**src/rtl/line_pixel_assembler.sv**
```systemverilog
// Pairs high/low bytes from the controller's line writes into RGB565 pixels
// and tracks in-order completion of each 64-pixel row.
module line_pixel_assembler #(
    parameter int unsigned ROW_WIDTH   = 5,
    parameter int unsigned PIXEL_WIDTH = 6,
    parameter int unsigned BYTE_WIDTH  = 8
) (
    input  logic                               ram_clk_enable,
    input  logic                               reset,
    input  logic [BYTE_WIDTH-1:0]              ram_data_out,
    input  logic [ROW_WIDTH+PIXEL_WIDTH:0]     ram_address,
    input  logic                               ram_write_enable,
    output logic [ROW_WIDTH+PIXEL_WIDTH-1:0]   pix_address,
    output logic [2*BYTE_WIDTH-1:0]            pix_data,
    output logic                               pix_write,
    output logic                               row_done_toggle,
    output logic [ROW_WIDTH-1:0]               row_done_row,
    output logic [(1<<ROW_WIDTH)-1:0]          row_valid,
    output logic                               pair_error
);

    localparam int unsigned NEXT_WIDTH = PIXEL_WIDTH + 1;
    localparam logic [PIXEL_WIDTH-1:0] LAST_PIXEL = PIXEL_WIDTH'((1 << PIXEL_WIDTH) - 1);

    typedef enum logic {
        IDLE,
        HAVE_HIGH
    } state_t;

    state_t                  state;
    logic [BYTE_WIDTH-1:0]   hi_byte;
    logic [ROW_WIDTH-1:0]    hold_row;
    logic [PIXEL_WIDTH-1:0]  hold_pixel;
    logic [ROW_WIDTH-1:0]    cur_row;
    logic [NEXT_WIDTH-1:0]   next_pixel;
    logic                    row_broken;

    logic [ROW_WIDTH-1:0]    row;
    logic [PIXEL_WIDTH-1:0]  pixel;
    logic                    byte_sel;
    logic                    pair_match;
    logic                    in_sequence;

    assign row         = ram_address[ROW_WIDTH+PIXEL_WIDTH:PIXEL_WIDTH+1];
    assign pixel       = ram_address[PIXEL_WIDTH:1];
    assign byte_sel    = ram_address[0];
    assign pair_match  = (row == hold_row) && (pixel == hold_pixel);
    assign in_sequence = (row == cur_row) && ({1'b0, pixel} == next_pixel) && !row_broken;

    always_ff @(posedge ram_clk_enable or posedge reset) begin
        if (reset) begin
            state           <= IDLE;
            hi_byte         <= '0;
            hold_row        <= '0;
            hold_pixel      <= '0;
            cur_row         <= '0;
            next_pixel      <= '0;
            row_broken      <= 1'b0;
            pix_address     <= '0;
            pix_data        <= '0;
            pix_write       <= 1'b0;
            row_done_toggle <= 1'b0;
            row_done_row    <= '0;
            row_valid       <= '0;
            pair_error      <= 1'b0;
        end else begin
            pix_write <= 1'b0;
            if (ram_write_enable) begin
                if (byte_sel) begin
                    // A high byte always (re)loads the holding register; a second one is a protocol error.
                    if (state == HAVE_HIGH) begin
                        pair_error <= 1'b1;
                    end
                    hi_byte    <= ram_data_out;
                    hold_row   <= row;
                    hold_pixel <= pixel;
                    state      <= HAVE_HIGH;
                    if (pixel == '0) begin
                        cur_row        <= row;
                        next_pixel     <= '0;
                        row_broken     <= 1'b0;
                        row_valid[row] <= 1'b0;
                    end
                end else if (state == IDLE) begin
                    pair_error <= 1'b1;
                end else if (pair_match) begin
                    pix_data    <= {hi_byte, ram_data_out};
                    pix_address <= {row, pixel};
                    pix_write   <= 1'b1;
                    state       <= IDLE;
                    if (in_sequence) begin
                        next_pixel <= next_pixel + NEXT_WIDTH'(1);
                        if (pixel == LAST_PIXEL) begin
                            row_valid[row]  <= 1'b1;
                            row_done_row    <= row;
                            row_done_toggle <= ~row_done_toggle;
                        end
                    end else begin
                        row_broken <= 1'b1;
                    end
                end else begin
                    pair_error <= 1'b1;
                    row_broken <= 1'b1;
                    state      <= IDLE;
                end
            end
        end
    end

endmodule

```
**config.mk**
```make
export PLATFORM = sky130hd
export DESIGN_NAME = line_pixel_assembler
export DESIGN_NICKNAME = d
export VERILOG_FILES = /design/src/rtl/line_pixel_assembler.sv
export SDC_FILE = /design/constraint.sdc
export NUM_CORES = 1
export LEC_CHECK = 0
export CORE_ASPECT_RATIO = 0.8
export CORE_MARGIN = 1.5
export CORE_UTILIZATION = 56
export DETAILED_ROUTE_END_ITERATION = 8
export GPL_ROUTABILITY_DRIVEN = 0
export GPL_TIMING_DRIVEN = 0
export MAX_ROUTING_LAYER = met4
export PLACE_DENSITY = 0.85
export SLEW_MARGIN = 0
export SYNTH_ARGS = -nofsm -noshare
export SYNTH_HDL_FRONTEND = slang
export SYNTH_SLANG_ARGS = --single-unit
```
**constraint.sdc**
```tcl
create_clock -name ram_clk_enable -period 5.2 [get_ports ram_clk_enable]
set_input_delay 1.04 -clock ram_clk_enable [delete_from_list [all_inputs] [get_ports ram_clk_enable]]
set_output_delay 1.04 -clock ram_clk_enable [all_outputs]
set_load 0.02 [all_outputs]
```
==> flow_summary.toml, run 1 <==
[clock_network]
cts_setup_buffers = 0
clk_latency_ns = 0.37
clk_pin_slew_ns = 0.10
cts.path.max_buffers = 2
clockRootBuffer = "clkbuf_8"
cts_hold_buf = 0
cts_buffers = 9
cts_resized = 0
cts_tree = "built"
cts_sinks = 100
htreeDepth = 3

[critical_path]
critPathLaunchType = "primary input"
crit_required_ns = 5.45
r2r_slack_ns = 2.53
crit_fanout = 10
critPathArrivalTime_ns = 3.78
worstSetupPathType = "primary input to flop"
r2r_cells = 6
end_kind = "flop"
worstReg2RegEnd = "pix_address[5]$_DFFE_PP0P_"
r2r_start = "hold_row[3]$_DFFE_PP0P_"

[die]
rows = 29
io_pins = 90
die-area_um2 = 9080
start_util_pct = 58.9
core_um2 = 8090
die_y_um = 85.5
die_x_um = 106

[sta]
skew_ns = 0.0103
timing.setup.tns_ns = 0
max_freq_mhz = 283
worst_pin_slew_ns = 0.898
finalCriticalPeriod_ns = 3.53
slew_violations = 0
finalSetupViolations = 0
finalHoldViolations = 0
rsz0062_at_grt = "false"
period_share_pct = 67.9
relSlewSlack_pct = 40.0

[drt]
drc = 0
vias = 3787
viasPerCell = 5.94
dr.pass1.iters = 5
post_drt_wl_per_cell_um = 17.7
drtIter0Drc = 230
drtAntennaViolNets = 0
routed_wl_mm = 11.3

[pwr]
intPower_uw = 1110
p_comb_share_pct = 9.7
power_switching_uw = 384
p_seq_share_pct = 55.3
p_leak_uw = 0.00253
swShare_pct = 25.7
p_per_area_nw_per_um2 = 251
power.share.clock_pct = 35.0
ir_worst_vdd_mv = 0.209

[global_route]
use_met1_pct = 37.8
grt_max_degree = 68
grt_pass1_wl_mm = 19.3
grt.overflow.total = 0
track_usage_pct = 27.9
antenna_found_initial = 0
grt_pass1_vias = 3828
grtUsageMet3_pct = 5.85
grt.busiest_layer = "met2"
use_met2_pct = 43.0

[flow_run]
cap_violations = 0

[cells_and_area]
fin_area_um2 = 5950
area_growth_pct = 24.8
fin_nets = 549
instances_no_fill = 638
layout-drive-gt1-share_pct = 21.3
antenna_cells = 0
fillers = 554

[placement]
port_buffers = 81
placed_area_um2 = 5740
dp_hpwl_mm = 8.03
dp.cells = 622

[synth]
synth-main-ff-cell = "dfrtp_1"
synth.distinct_cells = 42
synth.avg_cell_area_um2 = 11.0
synth_area_leaders = "dfrtp_1, mux2_2, nand3_1"
synth_most_common_cell = "dfrtp_1"
syn-instance-count = 432
synth_edf_count = 0
syn_area_um2 = 4770
seq_area_frac_synth_pct = 52.5
syn_nets = 456
ys_warn_count = 0
synth_top_area_share_pct = 52.5
synth_async_sr_flop_share_pct = 100
synth_commonest_cells = "dfrtp_1, nand3_1, nand2_1, mux2_2, o21ai_2"
ys_ff_latch = 100
synth_area_leader_cell = "dfrtp_1"

[worst_hold_path]
hold_depth = 2
hold_class = "flop to flop"

[outcome]
outcome = "finished, final reports clean"
-- critical path, stage by stage --
cell and delay (ns):
clkdlybuf4s50_1 0.57, xor2_1 0.24, nor4_2 0.29, nand4_1 0.37, nor2_2 0.55, buf_2 0.35, mux2_2 0.37
-- kinds of logic after synthesis --
kind of cell    after synthesis  synth area share, %
fa+ha+maj                     1                0.262
buf+inv                      44                 4.38
mux                          51                 12.4
simple gates                156                 16.5
compound gates               57                 9.56
xor+xnor                     23                 4.38
flops                       100                 52.5
-- through the flow --
stage | hold WS [ns] | setup slack, ns | utilization [%] | power [µW]
detailed placement | 0.469 | 1.37 | 71.0 | 986
floorplan | 0.450 | 1.54 | - | 935
global route | 0.503 | 1.52 | 73.5 | 1550
CTS | 0.491 | 1.70 | 73.5 | 1500
finish | 0.486 | 1.67 | 73.5 | 1490
global placement | 0.453 | 0.147 | 70.6 | 975
-- metal layers --
metal / routed length (µm) / part of all wire [%]
met1: 4840 / 43
met2: 5560 / 49
met3: 767 / 6.8
met4: 125 / 1.1
met5: 0 / 0
-- cell usage in the layout (no fill, tap or decap), types with 6 or more instances in the layout --
master           instances
nand2_1                 51
inv_1                    7
xor2_1                  21
clkbuf_8                10
o21ai_2                 28
dfrtp_1                100
clkdlybuf4s50_1         81
nor2_1                   7
o31ai_1                  6
nand3_1                 60
clkbuf_1                23
o21ai_0                  9
mux2_2                  47
nand4_1                  6
-- worst max path at each step --
| stage | slack (ns) | end | from | cells after the start |
|---|---|---|---|---|
| detailed placement | 1.37 | pix_data[9]$_DFFE_PP0P_ | ram_address[6] | 7 |
| global route | 1.52 | pix_data[6]$_DFFE_PP0P_ | ram_address[6] | 7 |
| CTS | 1.70 | pix_data[9]$_DFFE_PP0P_ | ram_address[6] | 7 |
| finish | 1.67 | pix_address[5]$_DFFE_PP0P_ | ram_address[6] | 7 |
| global placement | 0.15 | row_done_row[4]$_DFFE_PP0P_ | reset | 2 |
| floorplan | 1.54 | async pin | reset | 1 |
-- layout make-up --
cell class / count / area [µm²] / share of cell area [%]
timing repair buffer: 82 / 838 / 14.1
clock inverter: 5 / 66.3 / 1.11
clock buffer: 11 / 141 / 2.38
sequential: 100 / 2500 / 42.1
inverter: 8 / 32.5 / 0.547
tap: 108 / 135 / 2.27
buffer: 36 / 179 / 3.01
multi-input combinational: 288 / 2050 / 34.5
-- power groups by stage --
stage               sequential [µW]  clock, µW  combinational (µW)
detailed placement              842          0                 144
finish                          826        523                 145
floorplan                       838          0                96.3
global route                    831        562                 160
global placement                840          0                 135
CTS                             826        531                 145
Note: power is estimated with default switching activity, not from simulation.
==> inputs of run 2 (changes only) <==
--- a/config.mk
+++ b/config.mk
@@ -7,12 +7,12 @@
 export LEC_CHECK = 0
 export CORE_ASPECT_RATIO = 0.8
 export CORE_MARGIN = 1.5
-export CORE_UTILIZATION = 56
+export CORE_UTILIZATION = 47
 export DETAILED_ROUTE_END_ITERATION = 8
 export GPL_ROUTABILITY_DRIVEN = 0
 export GPL_TIMING_DRIVEN = 0
 export MAX_ROUTING_LAYER = met4
-export PLACE_DENSITY = 0.85
+export PLACE_DENSITY = 0.76
 export SLEW_MARGIN = 0
 export SYNTH_ARGS = -nofsm -noshare
 export SYNTH_HDL_FRONTEND = slang
==> constraint.sdc (replaced) <==
create_clock -name ram_clk_enable -period 3.1 [get_ports ram_clk_enable]
set_input_delay 0.62 -clock ram_clk_enable [delete_from_list [all_inputs] [get_ports ram_clk_enable]]
set_output_delay 0.62 -clock ram_clk_enable [all_outputs]
set_load 0.02 [all_outputs]
==> flow_summary.toml, run 2 (synthesis results as in run 1) <==
[die]
io_pins = 90
rows = 32
die-area_um2 = 10800
start_util_pct = 48.8
core_um2 = 9770
die_y_um = 93.1
die_x_um = 116

[sta]
hold_ws_ns = 0.476
relSlewSlack_pct = 42.7
slew_violations = 0
worst_pin_slew_ns = 0.858
period_share_pct = 97.0
finalHoldViolations = 0
finalCriticalPeriod_ns = 3.01
skew_ns = 0.00973
setup_ws_ns = 0.0917
finalSetupViolations = 0
max_freq_mhz = 332

[drt]
routed_wl_mm = 11.8
drc = 0
viasPerCell = 5.66
drtAntennaViolNets = 0
vias = 3789
dr.pass1.iters = 5
drtIter0Drc = 238
post_drt_wl_per_cell_um = 17.5

[clock_network]
cts_hold_buf = 0
clk_latency_ns = 0.35
cts_tree = "built"
clockRootBuffer = "clkbuf_16"
cts_sinks = 100
cts_buffers = 9
clk_pin_slew_ns = 0.07
cts.path.max_buffers = 2
htreeDepth = 3

[global_route]
track_usage_pct = 23.5
grt_pass1_vias = 3760
grt_pass1_wl_mm = 19.0
antenna_found_initial = 0
grt_max_degree = 39
grt.overflow.total = 0

[critical_path]
r2r_slack_ns = 0.52
worstReg2RegEnd = "row_done_row[3]$_DFFE_PP0P_"
worstSetupPathType = "primary input to flop"
end_kind = "flop"
crit_required_ns = 3.32
critPathArrivalTime_ns = 3.23
r2r_cells = 6
critPathLaunchType = "primary input"
r2r_start = "hold_pixel[0]$_DFFE_PP0P_"
crit_fanout = 10

[placement]
place_ws_ns = -0.357
port_buffers = 81
dp_hpwl_mm = 8.31

[pwr]
p_per_area_nw_per_um2 = 477
ir_worst_vdd_mv = 0.325
p_leak_uw = 0.00262

[cells_and_area]
final_common_cell = "dfrtp_1"
area_growth_pct = 29.5
layout-drive-gt1-share_pct = 22.1
antenna_cells = 0
final_cell_mix = "dfrtp_1, clkdlybuf4s50_1, nand3_1, nand2_1, mux2_2"
fin_nets = 554

[worst_hold_path]
hold_class = "flop to flop"
hold_depth = 2

[flow_run]
cap_violations = 0

[outcome]
outcome = "finished, final reports clean"
[run 2: cell count changes in the layout (fill, tap and decap cells not counted), sizes merged]
cell,before,now
buf,15,20
inv,11,10
clkbuf,33,31
bufinv,1,3
[run 2: power breakdown]
| part | internal (µW) | switching [µW] | total [µW] |
|---|---|---|---|
| sequential | 1350 | 34.8 | 1390 |
| combinational | 102 | 147 | 249 |
| clock | 796 | 509 | 1310 |
[run 2: worst max-delay path by stage]
stage,start,end,depth (start not counted)
finish,ram_address[1],row_done_row[3]$_DFFE_PP0P_,7
global route,ram_address[1],row_done_toggle$_DFFE_PP0P_,8
CTS,ram_address[1],row_done_row[3]$_DFFE_PP0P_,7
detailed placement,ram_address[1],pix_address[4]$_DFFE_PP0P_,7
global placement,ram_address[6],pix_data[7]$_DFFE_PP0P_,7
floorplan,ram_address[10],row_done_row[1]$_DFFE_PP0P_,7
[run 2: critical path, stage by stage]
cell	delay, ns
clkdlybuf4s50_1	0.53
xor2_1	0.20
nor4_1	0.37
nand4_1	0.38
or4_1	0.65
buf_6	0.18
mux2_4	0.30
[run 2: layer usage]
layer / track usage (%) / vias up / wire length (µm)
li1: - / 1738 / -
met4: 7.51 / 0 / 233
met5: - / - / 0
met1: 29.9 / 1867 / 5050
met3: 6.68 / 21 / 953
met2: 36.6 / 163 / 5520
[run 2: metrics by stage]
stage               total power, µW  instance area [µm²]  TNS (ns)  util, %  instances
floorplan                      1570                 4770         0        -        432
global placement               1640                 5750     -8.46     58.9        649
detailed placement             1660                 5790    -11.11     59.3        651
CTS                            2960                 6140         0     62.8        666
global route                   3040                 6170   -0.0492     63.2        670
finish                         2940                 6170         0     63.2        670
[run 2: layout make-up]
type                            count  area [µm²]
Sequential cell                   100        2500
Multi-Input combinational cell    288        2060
Fill cell                         807        3600
Inverter                            8        33.8
Clock inverter                      6         119
Clock buffer                        9         225
Tap cell                          136         170
Buffer                             36         179
Timing Repair Buffer               87         881
[run 2: timing repair]
item | 4_1_cts | 5_1_grt
buffers inserted | 0 | 4
pin swaps | 0 | 1
resized for setup | 1 | 0
endpoints found under the setup margin | 1 | 11
==> inputs of run 3 (changes only) <==
--- a/config.mk
+++ b/config.mk
@@ -7,12 +7,12 @@
 export LEC_CHECK = 0
 export CORE_ASPECT_RATIO = 0.8
 export CORE_MARGIN = 1.5
-export CORE_UTILIZATION = 47
+export CORE_UTILIZATION = 25
 export DETAILED_ROUTE_END_ITERATION = 8
 export GPL_ROUTABILITY_DRIVEN = 0
 export GPL_TIMING_DRIVEN = 0
 export MAX_ROUTING_LAYER = met4
-export PLACE_DENSITY = 0.76
+export PLACE_DENSITY = 0.46
 export SLEW_MARGIN = 0
 export SYNTH_ARGS = -nofsm -noshare
 export SYNTH_HDL_FRONTEND = slang
==> flow_summary.toml, run 3 (synthesis results as in run 1) <==
[sta]
finalCriticalPeriod_ns = 2.97
period_share_pct = 95.7
relSlewSlack_pct = 39.7
setup_ws_ns = 0.134
max_freq_mhz = 337
worst_pin_slew_ns = 0.902
finalSetupViolations = 0
skew_ns = 0.0103
slew_violations = 0
rsz0062_at_grt = "false"
finalHoldViolations = 0

[flow_run]
cap_violations = 0

[global_route]
antenna_found_initial = 1
grt.overflow.total = 0
track_usage_pct = 13.9
grt_pass1_vias = 3624
grt_pass1_wl_mm = 20.5
grt_max_degree = 38

[critical_path]
crit_required_ns = 3.34
end_kind = "flop"
critPathLaunchType = "primary input"
worstSetupPathType = "primary input to flop"
critPathArrivalTime_ns = 3.20
r2r_start = "next_pixel[3]$_DFFE_PP0P_"
crit_fanout = 10
setup.worst_path.start = "ram_address[6]"

[clock_network]
clk_pin_slew_ns = 0.07
htreeDepth = 3
cts_tree = "built"
cts_buffers = 9
cts_sinks = 100
clk_latency_ns = 0.36
cts.path.max_buffers = 2
clockRootBuffer = "clkbuf_16"
cts_hold_buf = 0

[cells_and_area]
layout-drive-gt1-share_pct = 22.2
area_growth_pct = 32.1
fillers = 1929
fin_nets = 556
final_common_cell = "dfrtp_1"
final_cell_mix = "dfrtp_1, clkdlybuf4s50_1, nand3_1, nand2_1, mux2_2"
instances_no_fill = 790

[placement]
dp.cells = 768
place_ws_ns = -0.497
dp_hpwl_mm = 9.19
port_buffers = 81

[drt]
wl_met3_um = 806
drtIter0Drc = 241
dr.pass1.iters = 4
dr_wl_met2_mm = 5.75
met1Wirelength_mm = 6.12
drc = 0
viasPerCell = 4.61
routed_wl_mm = 12.8
top_layer = "met4"
drtAntennaViolNets = 0
post_drt_wl_per_cell_um = 16.2
vias = 3645

[pwr]
ir_worst_vdd_mv = 0.264
p_per_area_nw_per_um2 = 446
p_leak_uw = 0.00261
power_uw = 2810

[die]
io_pins = 90
die_y_um = 126
die_x_um = 157
core_um2 = 18400
rows = 44
die-area_um2 = 19900
start_util_pct = 25.9

[worst_hold_path]
hold_class = "flop to flop"

[outcome]
outcome = "finished, final reports clean"
run 3: area by class of cell:
type | count | area [µm²] | area share, %
Clock inverter | 4 | 56.3 | 0.894
Sequential cell | 100 | 2500 | 39.7
Antenna cell | 1 | 2.50 | 0.0397
Multi-Input combinational cell | 288 | 2070 | 32.8
Timing Repair Buffer | 89 | 896 | 14.2
Buffer | 36 | 179 | 2.84
Inverter | 8 | 33.8 | 0.536
Tap cell | 253 | 317 | 5.03
Clock buffer | 11 | 243 | 3.85
run 3: final timing paths:
kind	end	slack, ns	cells past startpoint
hold reg to reg	flop	0.48	2
min in group asynchronous	async pin	0.74	2
setup reg to reg	row_done_toggle$_DFFE_PP0P_	0.61	7
setup / recovery	row_done_toggle$_DFFE_PP0P_	0.13	7
hold / removal	flop	0.48	2
max in group asynchronous	async pin	1.74	3
run 3: layer usage:
metal	up-vias	GRT usage, %
li1	1743	-
met1	1809	19.1
met2	84	19.7
met3	9	4.48
met4	0	3.50
met5	-	-
run 3: repair_timing:
item,4_1_cts,5_1_grt
pin swaps,0,2
endpoints found under the setup margin,19,37
buffers inserted,0,6
resized for setup,1,1
run 3: metrics by stage:
step	utilization [%]	instance area (µm²)	setup TNS [ns]	hold WS, ns
3_5_place_dp	32.3	5940	-19.12	0.473
2_1_floorplan	-	4770	0	0.450
3_3_place_gp	32.1	5900	-18.84	0.460
5_1_grt	34.2	6300	0	0.519
4_1_cts	33.9	6240	0	0.490
6_report	34.2	6300	0	0.480
run 3: report_power, final:
| group | switching (µW) | internal [µW] | total (µW) |
|---|---|---|---|
| Sequential | 32.6 | 1350 | 1390 |
| Clock | 524 | 652 | 1180 |
| Combinational | 146 | 102 | 248 |
| Total | 703 | 2110 | 2810 |
run 3: critical path: stages:
cell	delay (ns)
clkdlybuf4s50_1	0.56
or4_4	0.62
o41a_1	0.43
or4_1	0.48
buf_6	0.18
buf_6	0.16
xnor2_2	0.14
==> edit 1 (flow settings as in run 3) <==
`PIXEL_WIDTH`: 6 -> 7.
--- a/src/rtl/line_pixel_assembler.sv
+++ b/src/rtl/line_pixel_assembler.sv
@@ -3,5 +3,5 @@
 module line_pixel_assembler #(
     parameter int unsigned ROW_WIDTH   = 5,
-    parameter int unsigned PIXEL_WIDTH = 6,
+    parameter int unsigned PIXEL_WIDTH = 7,
     parameter int unsigned BYTE_WIDTH  = 8
 ) (
Interface: changed (resized pix_address and ram_address); port bits go from 90 to 92. The function was not compared with the original's and may differ.
==> edit 1 against run 3 <==
Area after synthesis up 2.8%. Cell area up 2.0%. Total power down 2.0%. Sequential cell count up 3. Wire length down 0.55%. Global-route usage down 0.44 points. Highest routed layer unchanged. Critical path type unchanged. Worst setup slack better by 0.17 ns.
==> edit 1: results (changes against run 3) <==
[metrics] status: complete, no violations (unchanged)
[metrics] top cells by instance count after synthesis: 103 x sky130_fd_sc_hd__dfrtp_1, 54 x sky130_fd_sc_hd__nand2_1, 53 x sky130_fd_sc_hd__mux2_2 (was 100 x sky130_fd_sc_hd__dfrtp_1, 60 x sky130_fd_sc_hd__nand3_1, 51 x sky130_fd_sc_hd__nand2_1)
[metrics] first-iteration detailed-routing DRC count: 178 (was 241)
[metrics] Avg Cell Area, Syn: 10.9 sq um (was 11.0 sq um)
[metrics] Tot GR Track Use: 13.5% (was 13.9%)
[metrics] total wire length after detailed routing: 12700 um (was 12800 um)
[metrics] xor-xnor portion of the synthesized cell area: 4.47% (was 4.38%)
[metrics] Non-Filler Instances: 815 (was 790)
[metrics] final net count: 578 (was 556)
[metrics] worst slack at placement: -0.334 ns (was -0.497 ns)
[metrics] vias in the first global route: 3761 (was 3624)
[metrics] Peak VDD IR: 0.196 mV (was 0.264 mV)
[metrics] cell types with the largest area share after synthesis: sky130_fd_sc_hd__dfrtp_1 53%, sky130_fd_sc_hd__mux2_2 12%, sky130_fd_sc_hd__xnor2_1 4.3%, sky130_fd_sc_hd__nand2_1 4.1%, sky130_fd_sc_hd__a21oi_1 3.6% (was sky130_fd_sc_hd__dfrtp_1 53%, sky130_fd_sc_hd__mux2_2 11%, sky130_fd_sc_hd__nand3_1 6.3%, sky130_fd_sc_hd__o21ai_2 5.1%, sky130_fd_sc_hd__nand2_1 4.0%)
[metrics] pin count of the biggest net entering global routing: 40 (was 38)
[metrics] share of synthesized cell area in full adder, half adder and majority cells: 0.255% (was 0.263%)
[metrics] sequential share of the synthesized area: 52.6% (was 52.5%)
[metrics] Inserted Diodes: 0 (was 1)
[metrics] synthesized-area fraction occupied by ao, oa, aoi and oai cells: 10.1% (was 9.56%)
[metrics] share of final-layout standard cells stronger than drive strength 1: 16.9% (was 22.2%)
[metrics] cell family contributing the most delay on the critical path: buffers and inverters (was simple AND/OR/NAND/NOR gates)
[metrics] cell with the biggest individual delay on the critical path: sky130_fd_sc_hd__clkdlybuf4s50_1 (was sky130_fd_sc_hd__or4_4)
[metrics] Post-Syn Nets: 476 (was 456)
[metrics] # placed instances: 799 (was 768)
[metrics] clock skew after layout: 0.00858 ns (was 0.0103 ns)
[metrics] arrival time at the worst endpoint: 3.04 ns (was 3.20 ns)
[metrics] antenna violations before repair: 0 (was 1)
[metrics] total of buffers placed on input and output ports: 88 (was 81)
[metrics] leakage: 2.61 nW (about the same)
-- edit 1: changes by cell type after synthesis, sizes merged, moves of 4 or more --
cell    delta
o21ai      -4
o31ai      -5
inv       +27
xnor2     +22
nor2       +4
nand3     -58
a21oi     +34
nand4      +8
clkbuf     -7
a41oi      +4
and3       +4
xor2      -20
-- edit 1: timing repair --
item                                    CTS  global route
gates resized for setup                   0             2
buffers inserted                          0             1
endpoints found under the hold margin     0             0
endpoints found under the setup margin    0            17
-- edit 1: worst paths after layout --
kind,start,to,slack (ns),cells past startpoint
max in group asynchronous,reset,asynchronous set/reset pin,1.68,3
min in group asynchronous,reset,pix_data[6],0.76,2
setup reg to reg,cur_row[1],row_done_row[1],0.89,6
hold reg to reg,pair_error,pair_error,0.48,1
setup / recovery,ram_address[9],pix_address[6],0.30,8
hold / removal,pair_error,pair_error,0.48,1
-- edit 1: per-stage QoR --
| stage | hold WS (ns) | total power, mW | instance area (sq um) | util [%] |
|---|---|---|---|---|
| CTS | 0.484 | 2.81 | 6410 | 33.6 |
| global route | 0.496 | 2.89 | 6420 | 33.7 |
| detailed placement | 0.467 | 1.72 | 6150 | 32.2 |
| finish | 0.475 | 2.76 | 6420 | 33.7 |
| global placement | 0.460 | 1.71 | 6110 | 32.0 |
| floorplan | 0.456 | 1.62 | 4900 | - |
-- edit 1: final cells by class --
type,count,area (sq um),share of cell area (%)
Buffer,26,134,2.08
Sequential cell,103,2580,40.1
Clock buffer,9,225,3.51
Tap cell,258,323,5.03
Multi-Input combinational cell,287,2060,32.0
Clock inverter,6,43.8,0.682
Timing Repair Buffer,91,928,14.5
Inverter,35,135,2.10
-- edit 1: where the power goes --
| part | internal [mW] | switching, mW |
|---|---|---|
| sequential | 1.39 | 0.0352 |
| combinational | 0.126 | 0.137 |
| clock | 0.545 | 0.520 |
-- edit 1: logic make-up (layout without fill, tap and decap cells) --
logic type                 Yosys count  after routing
xor gates and xnor gates            25             25
and+or+nand+nor                    124            124
buffers and inverters               61            167
adders and majority gates            1              1
muxes                               53             53
AOI/OAI and AO/OA                   84             84
DFF                                103            103
-- edit 1: routing by layer --
metal	GRT usage [%]	vias up	wire, um
met5	-	-	0
met4	2.89	0	102
met3	4.30	9	652
met2	20.7	80	5790
met1	17.4	1805	6190
li1	-	1759	-
-- edit 1: worst reg2reg max path, stage by stage (launching register included) --
cell and delay (ns):
sky130_fd_sc_hd__dfrtp_1 0.39, sky130_fd_sc_hd__xor2_1 0.15, sky130_fd_sc_hd__or3_1 0.34, sky130_fd_sc_hd__nor4_1 0.26
sky130_fd_sc_hd__buf_4 0.29, sky130_fd_sc_hd__nand4_2 0.30, sky130_fd_sc_hd__mux2_2 0.37
==> edit 2 (config.mk and constraints of run 3) <==
Made on the original files. Reset style: synchronous (`reset`), changed in one clocked block.
--- a/src/rtl/line_pixel_assembler.sv
+++ b/src/rtl/line_pixel_assembler.sv
@@ -48,5 +48,5 @@
     assign in_sequence = (row == cur_row) && ({1'b0, pixel} == next_pixel) && !row_broken;
 
-    always_ff @(posedge ram_clk_enable or posedge reset) begin
+    always_ff @(posedge ram_clk_enable) begin
         if (reset) begin
             state           <= IDLE;
Formal check against the unedited RTL: differs if reset is asserted again (counterexample within 4 cycles, from zero or initial values and one cycle with reset high); with reset held inactive, the same outputs for 4 cycles.
==> edit 2 against run 3 <==
The run now ends with DRC left. Wire length grew 14%. Worst setup slack lost 0.038 ns. Combinational power shrank 19%. Via count grew 14%. Cell area shrank 5.1%. Sequential share of layout area shrank 6.3 points. Sequential cell count is the same. Area after synthesis shrank 5.5%. Total power shrank 5.9%. Critical path depth grew 1.
==> edit 2: results (changes against run 3) <==
[metrics] final net count: 633 (was 556)
[metrics] top cells by instance count after synthesis: 100 x sky130_fd_sc_hd__dfxtp_1, 59 x sky130_fd_sc_hd__nand2_1, 44 x sky130_fd_sc_hd__a21oi_1 (was 100 x sky130_fd_sc_hd__dfrtp_1, 60 x sky130_fd_sc_hd__nand3_1, 51 x sky130_fd_sc_hd__nand2_1)
[metrics] Post-Syn Nets: 534 (was 456)
[metrics] first-iteration detailed-routing DRC count: 311 (was 241)
[metrics] arrival time at the worst endpoint: 3.28 ns (was 3.20 ns)
[metrics] total wire length after detailed routing: 14600 um (was 12800 um)
[metrics] share of synthesized cell area in full adder, half adder and majority cells: 0.278% (was 0.263%)
[metrics] pin count of the biggest net entering global routing: 19 (was 38)
[metrics] pin slew with the least headroom to its limit: 0.847 ns (was 0.902 ns)
[metrics] status: finished with violations (was complete, no violations)
[metrics] post-place instance area: 5670 sq um (was 5940 sq um)
[metrics] violations in the final reports: DRC
[metrics] clock skew after layout: 0.00824 ns (was 0.0103 ns)
[metrics] Tot GR Track Use: 16.5% (was 13.9%)
[metrics] Peak VDD IR: 0.234 mV (was 0.264 mV)
[metrics] multiplexer fraction of the synthesized cell area: 8.47% (was 12.4%)
[metrics] cell family contributing the most delay on the critical path: buffers and inverters (was simple AND/OR/NAND/NOR gates)
[metrics] leakage: 1.95 nW (was 2.61 nW)
[metrics] cell types with the largest area share after synthesis: sky130_fd_sc_hd__dfxtp_1 44%, sky130_fd_sc_hd__mux2i_1 8.2%, sky130_fd_sc_hd__nand2_1 4.9%, sky130_fd_sc_hd__a21oi_1 4.9%, sky130_fd_sc_hd__o2bb2ai_1 4.7% (was sky130_fd_sc_hd__dfrtp_1 53%, sky130_fd_sc_hd__mux2_2 11%, sky130_fd_sc_hd__nand3_1 6.3%, sky130_fd_sc_hd__o21ai_2 5.1%, sky130_fd_sc_hd__nand2_1 4.0%)
[metrics] top_reg_cell synth: sky130_fd_sc_hd__dfxtp_1 (was sky130_fd_sc_hd__dfrtp_1)
[metrics] estimated wirelength of the detail-placed design: 10500 um (was 9190 um)
[metrics] sequential share of the synthesized area: 44.4% (was 52.5%)
[metrics] cell with the biggest individual delay on the critical path: sky130_fd_sc_hd__clkdlybuf4s50_1 (was sky130_fd_sc_hd__or4_4)
[metrics] fraction of registers with async set/reset: 0% (was 100%)
[metrics] number of iterations in the first detailed-routing pass: 6 (was 4)
[metrics] xor-xnor portion of the synthesized cell area: 4.28% (was 4.38%)
[metrics] share of final-layout standard cells stronger than drive strength 1: 5.86% (was 22.2%)
[metrics] CP Launch Point: ram_address[5] (was ram_address[6])
[metrics] launching point of the worst reg2reg path: next_pixel[3] (unchanged)
[metrics] total of buffers placed on input and output ports: 88 (was 81)
[metrics] Yosys cell types: 46 (was 42)
[metrics] Inserted Diodes: 0 (was 1)
[metrics] synthesized-area fraction occupied by ao, oa, aoi and oai cells: 14.2% (was 9.56%)
[metrics] number of remaining DRC errors: 3 (was 0)
edit 2: cell count changes in the layout (fill, tap and decap cells not counted), sizes merged, moves of 10 or more:
| cell | before | now |
|---|---|---|
| dfrtp | 100 | 0 |
| or3 | 0 | 27 |
| mux2i | 0 | 37 |
| o2bb2ai | 1 | 24 |
| mux2 | 51 | 1 |
| dfxtp | 0 | 100 |
| a21oi | 1 | 44 |
| buf | 22 | 8 |
| nand4 | 6 | 17 |
| o21ai | 37 | 2 |
| nand3 | 60 | 13 |
| xor2 | 21 | 11 |
| nor2 | 8 | 38 |
| clkbuf | 33 | 44 |
edit 2: final cells by class:
class / count / area, sq um / share of cell area, %
plain buffers: 42 / 176 / 2.95
clock buffers: 10 / 239 / 4.00
clock inverters: 6 / 51.3 / 0.858
inverters: 14 / 52.6 / 0.879
multi-input cells: 354 / 2290 / 38.4
flip-flops and latches: 100 / 2000 / 33.5
well taps: 225 / 282 / 4.71
repair buffers: 88 / 881 / 14.7
edit 2: worst reg2reg max path, delay by kind of cell (launching register included):
family                 cells  cell delay (ns)
flip-flops                 1             0.32
XOR/XNOR                   1             0.18
AND/OR/NAND/NOR            3             1.01
buffers and inverters      2             0.71
AO/OA/AOI/OAI              1             0.28
edit 2: timing repair:
action / in CTS / in global routing
gates resized for setup: 0 / 6
hold endpoints to repair: 0 / 0
setup endpoints to repair: 0 / 28
edit 2: path summary, 6_finish.rpt:
path         slack (ns)         end
max                 0.1    register
min                0.46  hi_byte[3]
max reg2reg        0.52    register
min reg2reg        0.46  hi_byte[3]
edit 2: cells by family (layout without fill, tap and decap cells):
| group | after synthesis | in the layout |
|---|---|---|
| XOR/XNOR | 22 | 22 |
| adder cells (fa/ha/maj) | 1 | 1 |
| buffers and inverters | 56 | 160 |
| AND/OR/NAND/NOR | 200 | 200 |
| AO/OA/AOI/OAI | 93 | 93 |
| flip-flops | 100 | 100 |
| multiplexers | 38 | 38 |
edit 2: where the power goes:
group / switching [mW] / internal, mW
Clock: 0.559 / 0.582
Combinational: 0.132 / 0.0680
Sequential: 0.00795 / 1.30
edit 2: stage by stage:
stage	power, mW	cells	setup WS (ns)
3_5_place_dp	1.53	823	-0.275
6_report	2.65	839	0.0958
2_1_floorplan	1.44	510	0.856
4_1_cts	2.67	839	0.0201
3_3_place_gp	1.53	823	-0.338
5_1_grt	2.75	839	-0.0467
edit 2: routing by layer:
layer,GRT usage (%),part of all wire (%),up-vias
met1,22.4,50,2001
met5,-,0,-
met4,5.09,1.5,0
li1,-,-,2018
met2,24.7,43,110
met3,3.29,4.9,18
